`src/rtl/trace_trigger_sequencer.sv`:
```
// trace_trigger_sequencer: multi-stage trigger controller for the trace
// pattern matcher. Steps through per-stage rule masks on qualified matches,
// aborts partial sequences on an inter-stage window, fires a one-cycle
// trigger with saturating statistics and optional auto re-arm.
// Optional build macro TRACE_SEQ_TIMESTAMP_EN adds a free-running cycle
// counter with fire/stage-advance timestamp outputs.
module trace_trigger_sequencer #(
  parameter int unsigned pMATCH_RULES = 8,
  parameter int unsigned pNUM_STAGES  = 4,
  parameter int unsigned pCOUNT_WIDTH = 16
) (
  input  logic                                  TRACECLK,
  input  logic                                  reset,
  input  logic                                  I_arm,
  input  logic                                  I_disarm,
  input  logic [pMATCH_RULES*pNUM_STAGES-1:0]   I_stage_masks,
  input  logic [$clog2(pNUM_STAGES)-1:0]        I_last_stage,
  input  logic [pCOUNT_WIDTH-1:0]               I_window,
  input  logic [pCOUNT_WIDTH-1:0]               I_holdoff,
  input  logic                                  I_rearm_auto,
  input  logic                                  I_clear_counts,
  input  logic                                  I_match_valid,
  input  logic [pMATCH_RULES-1:0]               I_match_bits,
  output logic [pMATCH_RULES-1:0]               O_pattern_enable,
  output logic                                  O_trig,
  output logic [1:0]                            O_state,
  output logic [$clog2(pNUM_STAGES)-1:0]        O_stage,
  output logic [pCOUNT_WIDTH-1:0]               O_fire_count,
`ifdef TRACE_SEQ_TIMESTAMP_EN
  output logic [pCOUNT_WIDTH-1:0]               O_fire_timestamp,
  output logic [pCOUNT_WIDTH-1:0]               O_stage_timestamp,
`endif
  output logic [pCOUNT_WIDTH-1:0]               O_timeout_count
);

  localparam int unsigned pSTAGE_W = $clog2(pNUM_STAGES);
  localparam logic [pSTAGE_W-1:0]     STAGE_ONE = pSTAGE_W'(1);
  localparam logic [pCOUNT_WIDTH-1:0] CNT_ONE   = pCOUNT_WIDTH'(1);

  typedef enum logic [1:0] {
    ST_IDLE    = 2'd0,
    ST_ARMED   = 2'd1,
    ST_FIRE    = 2'd2,
    ST_HOLDOFF = 2'd3
  } state_t;

  state_t                    r_state;
  logic [pSTAGE_W-1:0]       r_stage;
  logic [pCOUNT_WIDTH-1:0]   r_cnt;
  logic                      r_trig;
  logic [pMATCH_RULES-1:0]   r_pattern_enable;
  logic [pCOUNT_WIDTH-1:0]   r_fire_count;
  logic [pCOUNT_WIDTH-1:0]   r_timeout_count;

  logic [pMATCH_RULES-1:0]   w_cur_mask;
  logic                      w_qual;
  logic                      w_armed_ok;
  logic                      w_win_active;
  logic                      w_win_expire;
  logic                      w_fire_inc;
  logic                      w_stage_adv;
  logic                      w_timeout_inc;

  assign w_cur_mask    = I_stage_masks[int'(r_stage)*pMATCH_RULES +: pMATCH_RULES];
  assign w_qual        = I_match_valid && (|(I_match_bits & w_cur_mask));
  assign w_armed_ok    = !I_disarm && (r_state == ST_ARMED);
  assign w_win_active  = (r_stage != '0) && (I_window != '0);
  assign w_win_expire  = ((r_cnt + CNT_ONE) == I_window);
  assign w_fire_inc    = w_armed_ok && w_qual && (r_stage == I_last_stage);
  assign w_stage_adv   = w_armed_ok && w_qual && (r_stage != I_last_stage);
  assign w_timeout_inc = w_armed_ok && !w_qual && w_win_active && w_win_expire;

  // Sequencer FSM: state, stage, shared window/holdoff counter, trigger and enables
  always_ff @(posedge TRACECLK) begin
    if (!reset) begin
      r_state          <= ST_IDLE;
      r_stage          <= '0;
      r_cnt            <= '0;
      r_trig           <= 1'b0;
      r_pattern_enable <= '0;
    end else begin
      r_trig           <= 1'b0;
      // Enable vector lags the state/stage registers by one cycle
      r_pattern_enable <= (r_state == ST_ARMED) ? w_cur_mask : '0;
      if (I_disarm) begin
        r_state <= ST_IDLE;
        r_stage <= '0;
        r_cnt   <= '0;
      end else begin
        case (r_state)
          ST_IDLE: begin
            if (I_arm) begin
              r_state <= ST_ARMED;
              r_stage <= '0;
              r_cnt   <= '0;
            end
          end
          ST_ARMED: begin
            if (w_qual) begin
              if (r_stage == I_last_stage) begin
                r_state <= ST_FIRE;
                r_trig  <= 1'b1;
              end else begin
                r_stage <= r_stage + STAGE_ONE;
                r_cnt   <= '0;
              end
            end else if (w_win_active) begin
              if (w_win_expire) begin
                r_stage <= '0;
                r_cnt   <= '0;
              end else begin
                r_cnt <= r_cnt + CNT_ONE;
              end
            end
          end
          ST_FIRE: begin
            r_state <= I_rearm_auto ? ST_HOLDOFF : ST_IDLE;
            r_stage <= '0;
            r_cnt   <= '0;
          end
          default: begin
            if (r_cnt == I_holdoff) begin
              r_state <= ST_ARMED;
              r_stage <= '0;
              r_cnt   <= '0;
            end else begin
              r_cnt <= r_cnt + CNT_ONE;
            end
          end
        endcase
      end
    end
  end

  // Saturating statistics; a clear wins over a coincident increment
  always_ff @(posedge TRACECLK) begin
    if (!reset) begin
      r_fire_count    <= '0;
      r_timeout_count <= '0;
    end else if (I_clear_counts) begin
      r_fire_count    <= '0;
      r_timeout_count <= '0;
    end else begin
      if (w_fire_inc && (r_fire_count != '1))
        r_fire_count <= r_fire_count + CNT_ONE;
      if (w_timeout_inc && (r_timeout_count != '1))
        r_timeout_count <= r_timeout_count + CNT_ONE;
    end
  end

`ifdef TRACE_SEQ_TIMESTAMP_EN
  logic [pCOUNT_WIDTH-1:0] r_ts;
  logic [pCOUNT_WIDTH-1:0] r_fire_ts;
  logic [pCOUNT_WIDTH-1:0] r_stage_ts;

  // Free-running wrapping cycle counter with fire/stage-advance capture
  always_ff @(posedge TRACECLK) begin
    if (!reset) begin
      r_ts       <= '0;
      r_fire_ts  <= '0;
      r_stage_ts <= '0;
    end else begin
      r_ts <= r_ts + CNT_ONE;
      if (w_fire_inc)
        r_fire_ts <= r_ts;
      if (w_stage_adv)
        r_stage_ts <= r_ts;
    end
  end

  assign O_fire_timestamp  = r_fire_ts;
  assign O_stage_timestamp = r_stage_ts;
`endif

  assign O_pattern_enable = r_pattern_enable;
  assign O_trig           = r_trig;
  assign O_state          = r_state;
  assign O_stage          = r_stage;
  assign O_fire_count     = r_fire_count;
  assign O_timeout_count  = r_timeout_count;

endmodule

```
`config.mk`:
```
export PLATFORM = sky130hd
export DESIGN_NAME = trace_trigger_sequencer
export DESIGN_NICKNAME = d
export VERILOG_FILES = /design/src/rtl/trace_trigger_sequencer.sv
export SDC_FILE = /design/constraint.sdc
export NUM_CORES = 1
export LEC_CHECK = 0
export CAP_MARGIN = 20
export CORE_AREA = 10 10 119 89
export CTS_CLUSTER_DIAMETER = 200
export DETAILED_ROUTE_END_ITERATION = 8
export DIE_AREA = 0 0 129 99
export GPL_ROUTABILITY_DRIVEN = 0
export PLACE_DENSITY = 0.84
export SLEW_MARGIN = 0
export SYNTH_ARGS = -nofsm -noshare
export SYNTH_HDL_FRONTEND = slang
export SYNTH_SLANG_ARGS = --single-unit
```
`constraint.sdc`:
```
create_clock -name TRACECLK -period 8.3 [get_ports TRACECLK]
set_clock_uncertainty 0.2 [all_clocks]
set_input_delay 1.66 -clock TRACECLK [delete_from_list [all_inputs] [get_ports TRACECLK]]
set_output_delay 1.66 -clock TRACECLK [all_outputs]
set_load 0.02 [all_outputs]
```
### Word-level counts from Yosys, hierarchy flattened

Cells that the tools add are included.

| cells by class | value |
|---|---|
| equality and inequality tests | 13 |
| muxes and demuxes | 21 |
| shift-type cells | 1 |
| reduce and logical (&&, ||, !) cells | 24 |
| bitwise operators | 4 |
| add/subtract/negate cells | 4 |

Operators with widths:

| cell | number |
|---|---|
| $mux W16 | 6 |
| $add A16 B1 Y16 const B | 3 |
| $pmux W16 S3 | 1 |
| $eq A16 B16 Y1 | 2 |
| $ne A16 B16 Y1 const B | 2 |
| $shiftx A32 B6 Y8 | 1 |
| $mux W2 | 11 |
| $reduce_bool A16 Y1 | 1 |
| $pmux W2 S3 | 2 |
| $logic_and A1 B1 Y1 | 10 |
| $ne A3 B3 Y1 const B | 3 |
| $and A8 B8 Y8 | 1 |
| $reduce_or A8 Y1 | 1 |
| $ne A2 B2 Y1 const B | 3 |
| $reduce_and A5 Y1 | 1 |
| $reduce_and A4 Y1 | 1 |
| $reduce_bool A4 Y1 | 1 |
| $reduce_or A2 Y1 | 2 |
| $reduce_or A4 Y1 | 1 |
| $not A1 Y1 | 3 |
| $reduce_and A3 Y1 | 1 |
| $add A2 B1 Y2 const B | 1 |
| $eq A2 B1 Y1 const B | 1 |
| $eq A2 B2 Y1 | 1 |
| other kinds (6) | 7 |

| word-level totals | value |
|---|---|
| output and inout port bits | 45 |
| word-level logic and storage cells | 74 |
| register bits | 61 |
| input port bits | 81 |

### Longest topological paths before layout

Gate-level depths: netlist of the first run.

| logic depth | value |
|---|---|
| depth in word-level cells | 9 |
| mapped depth | 13 |
| gate-level depth less buffers | 9 |

### Least setup slack after synthesis of the first run

OpenSTA, ideal clock, no wires.

| timing | value |
|---|---|
| path type | input-to-reg |
| start point | in I_window[2] |
| end point | reg r_timeout_count[9], in the netlist O_timeout_count[9] |
| stages on the path | 10 |
| data required time | 8030 ps |
| slack | 3927 ps |
| setup time | 70 ps |
| data arrival time | 4103 ps |
| buffers on the path | 2 |
| cells stage by stage | xnor2_1 nand3_1 a21boi_0 or4_1 or4_1 buf_2 or3_1 buf_2 or4_1 a21oi_1 |

| on the way | value |
|---|---|
| longest elaborated chain between the ends | 5 |
| elaborated cells between the ends (all ways) | 6 |
| classes of those cells | eq/ne: 1; reduce/logical: 5 |

Ends and longest elaborated chain:

| element | line | source |
|---|---|---|
| from (decl) | 18 | `input logic [pCOUNT_WIDTH-1:0] I_window,` |
| $reduce_bool A16 Y1 | 67 | `assign w_win_active = (r_stage != '0) && (I_window != '0);` |
| $logic_and A1 B1 Y1 | 67 |  |
| $logic_and A1 B1 Y1 | 71 | `assign w_timeout_inc = w_armed_ok && !w_qual && w_win_active && w_win_expire;` |
| $logic_and A1 B1 Y1 * | 71 |  |
| $logic_and A1 B1 Y1 * | 146 | `if (w_timeout_inc && (r_timeout_count != '1))` |
| to (signal assigned) | 147 | `r_timeout_count <= r_timeout_count + CNT_ONE;` |
| to (decl) | 53 | `logic [pCOUNT_WIDTH-1:0] r_timeout_count;` |

Every way passes the cells marked *; elsewhere a longest branch is shown, timed or not.
A chain may end at the register's enable or synchronous reset.

### Worst setup path after layout of the first run

| timing | value |
|---|---|
| start point | in I_stage_masks[16] |
| end point | reg r_cnt[3] |

| on the way | value |
|---|---|
| longest elaborated chain between the ends | 6 |
| elaborated cells between the ends (all ways) | 9 |
| classes of those cells | eq/ne: 2; shift: 1; mux: 2; bitwise: 1; reduce/logical: 3 |

Ends and longest elaborated chain:

| element | line | source |
|---|---|---|
| from (decl) | 16 | `input logic [pMATCH_RULES*pNUM_STAGES-1:0] I_stage_masks,` |
| $shiftx A32 B6 Y8 * | 64 | `assign w_cur_mask = I_stage_masks[int'(r_stage)*pMATCH_RULES +: pMATCH_RULES];` |
| $and A8 B8 Y8 * | 65 | `assign w_qual = I_match_valid && (\|(I_match_bits & w_cur_mask));` |
| $reduce_or A8 Y1 * | 65 |  |
| $logic_and A1 B1 Y1 * | 65 |  |
| $ne A3 B3 Y1 (no source line) or $mux W16 (tied branches) | -- |  |
| $reduce_and A3 Y1 (no source line) or $pmux W16 S3 (tied branches) | -- |  |
| to (signal assigned) | 112 | `r_cnt <= r_cnt + CNT_ONE;` |
| to (signal assigned) | 127 | `r_cnt <= r_cnt + CNT_ONE;` |
| to (decl) | 49 | `logic [pCOUNT_WIDTH-1:0] r_cnt;` |

Marks and branches as above.

==> results of run 1 <==
[state kept, by name (all words and copies together) (netlist names)]
name,count
O_state,2
O_stage,2
r_cnt,16
O_timeout_count,16
O_trig,1
O_pattern_enable,8
O_fire_count,16
[kinds of logic after synthesis]
family	synth area share, %
multiplexers	5.200
flip-flops	29.50
AO/OA/AOI/OAI	15.57
adder cells (fa/ha/maj)	2.418
XOR/XNOR	12.24
AND/OR/NAND/NOR	28.99
buffers and inverters	6.076
[layout make-up]
cell class,instances,area [sq um]
flip-flops and latches,61,1221
multi-input cells,390,2666
repair buffers,127,1270
well taps,105,131.4
clock inverters,7,75.07
clock buffers,9,225.2
inverters,15,56.30
fillers,666,2623
[through the flow]
| stage | setup slack, ps | power, uW | hold slack [ps] | util (%) |
|---|---|---|---|---|
| finish | 3238 | 764.5 | 321.3 | 68.28 |
| floorplan | 3927 | 341.4 | 319.8 | - |
| global placement | 3081 | 393.2 | 278.4 | 64.51 |
| global route | 2965 | 789.3 | 335.7 | 68.28 |
| CTS | 3267 | 767.2 | 317.4 | 68.14 |
| detailed placement | 2999 | 395.4 | 309.8 | 64.51 |
[critical path, stage by stage]
cell and delay, ps:
clkdlybuf4s50_1 400, mux4_2 460, and2_1 170, a2111o_1 310, a21oi_2 340, o21ai_0 190, a2bb2oi_2 670, nand2b_1 460
o41ai_1 420
[where the power goes]
| group | switching, uW | internal, uW |
|---|---|---|
| sequential | 1.05 | 294 |
| clock | 141 | 233 |
| combinational | 42.2 | 53.3 |
| total | 184 | 581 |
[final timing paths]
kind	cells after the start	endpoint	from
max	9	r_cnt[3]$_SDFFE_PP0P_	I_stage_masks[16]
min	2	O_state[1]$_SDFFE_PP0P_	O_state[1]$_SDFFE_PP0P_
max reg2reg	9	O_timeout_count[9]$_SDFFE_PP0P_	r_cnt[1]$_SDFFE_PP0P_
min reg2reg	2	O_state[1]$_SDFFE_PP0P_	O_state[1]$_SDFFE_PP0P_
[cell usage in the layout, fill, tap and decap left out, types with 3 or more instances in the layout]
master           instances
a211oi_1                 3
a21oi_1                 14
a22oi_1                  4
a31oi_1                  4
a32oi_1                 10
and2_1                   3
and3_1                  13
clkbuf_16                9
clkdlybuf4s50_1        125
clkinvlp_4               3
dfxtp_1                 61
ha_1                     8
inv_1                   14
mux2_2                   8
mux2i_1                  8
nand2_1                 40
nand2b_1                 9
nand3_1                 28
nand4_1                 13
nor2_1                  39
nor2b_1                  8
nor3_1                  15
nor4_1                  14
o211ai_1                 5
o21ai_0                 10
o21ai_1                  3
o311ai_0                 4
o31ai_1                  4
o41ai_1                 12
or3_1                    8
or4_1                    9
or4b_1                   4
xnor2_1                 28
xor2_1                  28
[metal layers]
| metal | vias to the layer above | global-route usage, % | wire length, um |
|---|---|---|---|
| met3 | 13 | 9.315 | 1454 |
| met1 | 2057 | 24.53 | 5448 |
| li1 | 2057 | - | - |
| met5 | - | 0 | 0 |
| met4 | 0 | 5.144 | 129 |
| met2 | 213 | 31.96 | 5991 |
==> results.toml, run 1 <==
[routing]
viasPerCell = 6.078
wire_per_inst_um = 18.24
first_pass_iters = 6
dr.first_iter.drc_count = 505
antenna_left = 0
drc_errors = 0
vias = 4340
wl_um = 13030

[placement]
dpl_cell_area_sq_mm = 0.005334
placed_cells = 697
portBuffers = 125
dp_hpwl_um = 10180

[global_route]
grt_antenna_before_repair = 0
grt_pass1_wl_um = 21260
grt_max_degree = 30
first_global_vias = 4268
grt_use_total_pct = 20.29
gr-total-overflow = 0

[worst_setup_path]
regToRegSetupSlack_ps = 4040
worstPathRequired_ps = 8320
arrival_ps = 5080
path_max_fanout = 19
crit_type = "in -> reg"
cp-start-kind = "input port"
cp-end-kind = "flip-flop"

[sta]
setup_tns_ps = 0
max_slew_margin_pct = 44.17
tightest_slew_ps = 835.6
rsz0062_at_grt = "false"
min_period_over_period_pct = 60.99
setup_viol = 0
report.final.slew_viol_count = 0
fin_crit_ps = 5062
clock.fmax_mhz = 197.5
hold_viol = 0

[synthesis]
synth_fp_nets = 592
synth_top_area_share_pct = 29.50
synth_area_sq_mm = 0.004139
synth.most_common_cell = "dfxtp_1"
ys_top_cells_by_area = "dfxtp_1, xnor2_1, xor2_1"
synth_top_cell_by_area = "dfxtp_1"
avgSynthCellArea_sq_um = 8.229
synth_edf_count = 0
ys_seq_area_share_pct = 29.50
yosys_warnings = 0
yosysUniqueCellTypes = 65
synth_commonest_cells = "dfxtp_1, nand2_1, nor2_1"
ys.flop_type = "dfxtp_1"
synth_cells = 503
synth_seq_cells = 61
async_flop_share_pct = 0

[cts]
clock-sinks = 61
holdBufCountCts = 0
cts_resized = 0
clk_latency_ps = 330
h-tree-depth = 3
postCtsSetupBuffers = 0
cts_root_buf = "clkbuf_16"
clock_path_buffers = 2
clkTransAtPathRegs_ps = 50
cts_tree = "built"
numCtsBuffers = 9

[power]
ir_worst_vdd_mv = 0.1059
power_density_mw_per_mm2 = 135.4
p_leak_uw = 0.001895

[floorplanning]
initial_utilization_pct = 50.06
row_count = 28
die_width_um = 129
die_area_sq_mm = 0.01277
dieHeight_um = 99
core_sq_mm = 0.008268
ios = 126

[cells_and_area]
diodes = 0
stdcell_count = 714
final_area_sq_mm = 0.005645
fin_nets = 693
layout-drive-gt1-share_pct = 6.076
area_growth_pct = 36.40

[min_path]
hp-class = "reg -> reg"

[job]
max_cap_viol_count = 0

[outcome]
status = "complete, no violations"
(Power assumes the default switching activity.)
==> run 2: changes to the inputs <==
--- a/config.mk
+++ b/config.mk
@@ -6,12 +6,12 @@
 export NUM_CORES = 1
 export LEC_CHECK = 0
 export CAP_MARGIN = 20
-export CORE_AREA = 10 10 119 89
+export CORE_AREA = 10 10 122 91
 export CTS_CLUSTER_DIAMETER = 200
 export DETAILED_ROUTE_END_ITERATION = 8
-export DIE_AREA = 0 0 129 99
+export DIE_AREA = 0 0 132 101
 export GPL_ROUTABILITY_DRIVEN = 0
-export PLACE_DENSITY = 0.84
+export PLACE_DENSITY = 0.81
 export SLEW_MARGIN = 0
 export SYNTH_ARGS = -nofsm -noshare
 export SYNTH_HDL_FRONTEND = slang
==> constraint.sdc (replaced) <==
create_clock -name TRACECLK -period 4.8 [get_ports TRACECLK]
set_clock_uncertainty 0.2 [all_clocks]
set_input_delay 0.96 -clock TRACECLK [delete_from_list [all_inputs] [get_ports TRACECLK]]
set_output_delay 0.96 -clock TRACECLK [all_outputs]
set_load 0.02 [all_outputs]
==> results.toml, run 2 (synthesis results as in run 1) <==
[power]
switching_share_pct = 23.97
p_int_uw = 1023
share_seq_of_total_power_pct = 37.9
p_leak_uw = 0.001933
clockPowerShare_pct = 49.5
power_switching_uw = 322.4
pwr-share-comb_pct = 12.5
power_density_mw_per_mm2 = 235.0
ir_worst_vdd_mv = 0.1633

[routing]
first_pass_iters = 5
viasPerCell = 5.855
wl_um = 13300
drc_errors = 0
dr.first_iter.drc_count = 292
antenna_left = 0
vias = 4327
wire_per_inst_um = 17.99

[cts]
cts_tree = "built"
clkTransAtPathRegs_ps = 60
postCtsSetupBuffers = 0
cts_resized = 0
numCtsBuffers = 9
clock-sinks = 61
cts_root_buf = "clkbuf_16"
clk_latency_ps = 330
clock_path_buffers = 2
holdBufCountCts = 0
h-tree-depth = 3

[global_route]
grt_use_total_pct = 19.71
first_global_vias = 4411
grt_antenna_before_repair = 0
gr-total-overflow = 0
grt_pass1_wl_um = 21770
grt_max_degree = 30

[worst_setup_path]
arrival_ps = 4280
path_max_fanout = 15
cp-start-kind = "input port"
worstPathRequired_ps = 4860
cp-end-kind = "flip-flop"
crit_type = "in -> reg"

[outcome]
status = "complete, no violations"

[cells_and_area]
mostFrequentLayoutCells = "clkdlybuf4s50_1, dfxtp_1, nand2_1"
area_growth_pct = 38.30
fin_nets = 699
layout-drive-gt1-share_pct = 6.992
final_common_cell = "clkdlybuf4s50_1"
diodes = 0

[sta]
tightest_slew_ps = 868.8
report.final.slew_viol_count = 0
fin_crit_ps = 4217
min_period_over_period_pct = 87.86
max_slew_margin_pct = 42.08
setup_tns_ps = 0
setup_viol = 0
rsz0062_at_grt = "false"
clock.fmax_mhz = 237.1
fin_ws_ps = 582.6
hold_viol = 0

[placement]
portBuffers = 125
pre_cts_slack_ps = 268.4
dp_hpwl_um = 10320

[floorplanning]
core_sq_mm = 0.008817
die_width_um = 132
initial_utilization_pct = 46.94
ios = 126
dieHeight_um = 101
row_count = 29
die_area_sq_mm = 0.01333

[job]
max_cap_viol_count = 0

[min_path]
hp-class = "reg -> reg"
-- run 2: changes by cell type in the layout (fill, tap and decap cells not counted), sizes merged --
cell | before | now
buf | 2 | 8
clkbuf | 9 | 10
clkinvlp | 3 | 2
-- run 2: layout make-up --
cell class                 instances  area (sq um)
multi-input combinational        390          2666
timing repair buffer             133          1315
clock inverter                     6         71.32
clock buffer                      10         239.0
sequential                        61          1221
tap                              124         155.1
inverter                          15         56.30
fill                             722          3093
-- run 2: power by group through the flow --
stage	Clock (uW)	Combinational, uW	Sequential, uW
after global placement	0	161	521
after global routing	699	181	510
after CTS	678	166	510
after floorplan	0	66.4	524
after detailed placement	0	165	521
final	666	168	510
-- run 2: worst paths after layout --
path,start,slack [ps],endpoint,cells after the start
setup / recovery,I_window[3],580,O_timeout_count[6]$_SDFFE_PP0P_,10
hold / removal,O_fire_count[1]$_SDFFE_PP0P_,290,O_fire_count[1]$_SDFFE_PP0P_,2
setup reg to reg,r_cnt[0]$_SDFFE_PP0P_,610,O_timeout_count[6]$_SDFFE_PP0P_,10
hold reg to reg,O_fire_count[1]$_SDFFE_PP0P_,290,O_fire_count[1]$_SDFFE_PP0P_,2
-- run 2: layer usage --
| metal | share of wire [%] | GRT usage, % |
|---|---|---|
| met1 | 41 | 22.43 |
| met2 | 46 | 32.12 |
| met3 | 11 | 8.964 |
| met4 | 1.7 | 7.246 |
| met5 | 0 | 0 |
-- run 2: critical path, stage by stage --
cell and delay [ps]:
clkdlybuf4s50_1 520, xnor2_2 140, nand3_1 100, a21boi_0 120, or4_1 420, or4_1 630, or3_1 580, buf_4 260
or4_1 410, a21oi_1 140
-- run 2: metrics by stage --
stage	utilization [%]	hold slack, ps	total power, uW	instances	cell area, sq um
final	64.92	292.7	1345	739	5724
after global routing	64.92	323.5	1390	739	5724
after CTS	64.79	295.1	1354	738	5713
after detailed placement	61.27	286.5	686.8	722	5403
after global placement	61.27	280.3	682.1	722	5403
after floorplan	-	319.8	590.4	503	4139
==> run 3: changes to the inputs <==
--- a/config.mk
+++ b/config.mk
@@ -8,11 +8,11 @@
 export CAP_MARGIN = 20
 export CORE_AREA = 10 10 122 91
 export CTS_CLUSTER_DIAMETER = 200
+export CTS_CLUSTER_SIZE = 40
 export DETAILED_ROUTE_END_ITERATION = 8
 export DIE_AREA = 0 0 132 101
 export GPL_ROUTABILITY_DRIVEN = 0
 export PLACE_DENSITY = 0.81
-export SLEW_MARGIN = 0
 export SYNTH_ARGS = -nofsm -noshare
 export SYNTH_HDL_FRONTEND = slang
 export SYNTH_SLANG_ARGS = --single-unit
==> results of run 3 <==
Same layout as run 2: the final DEF is identical, and so are final timing and power.
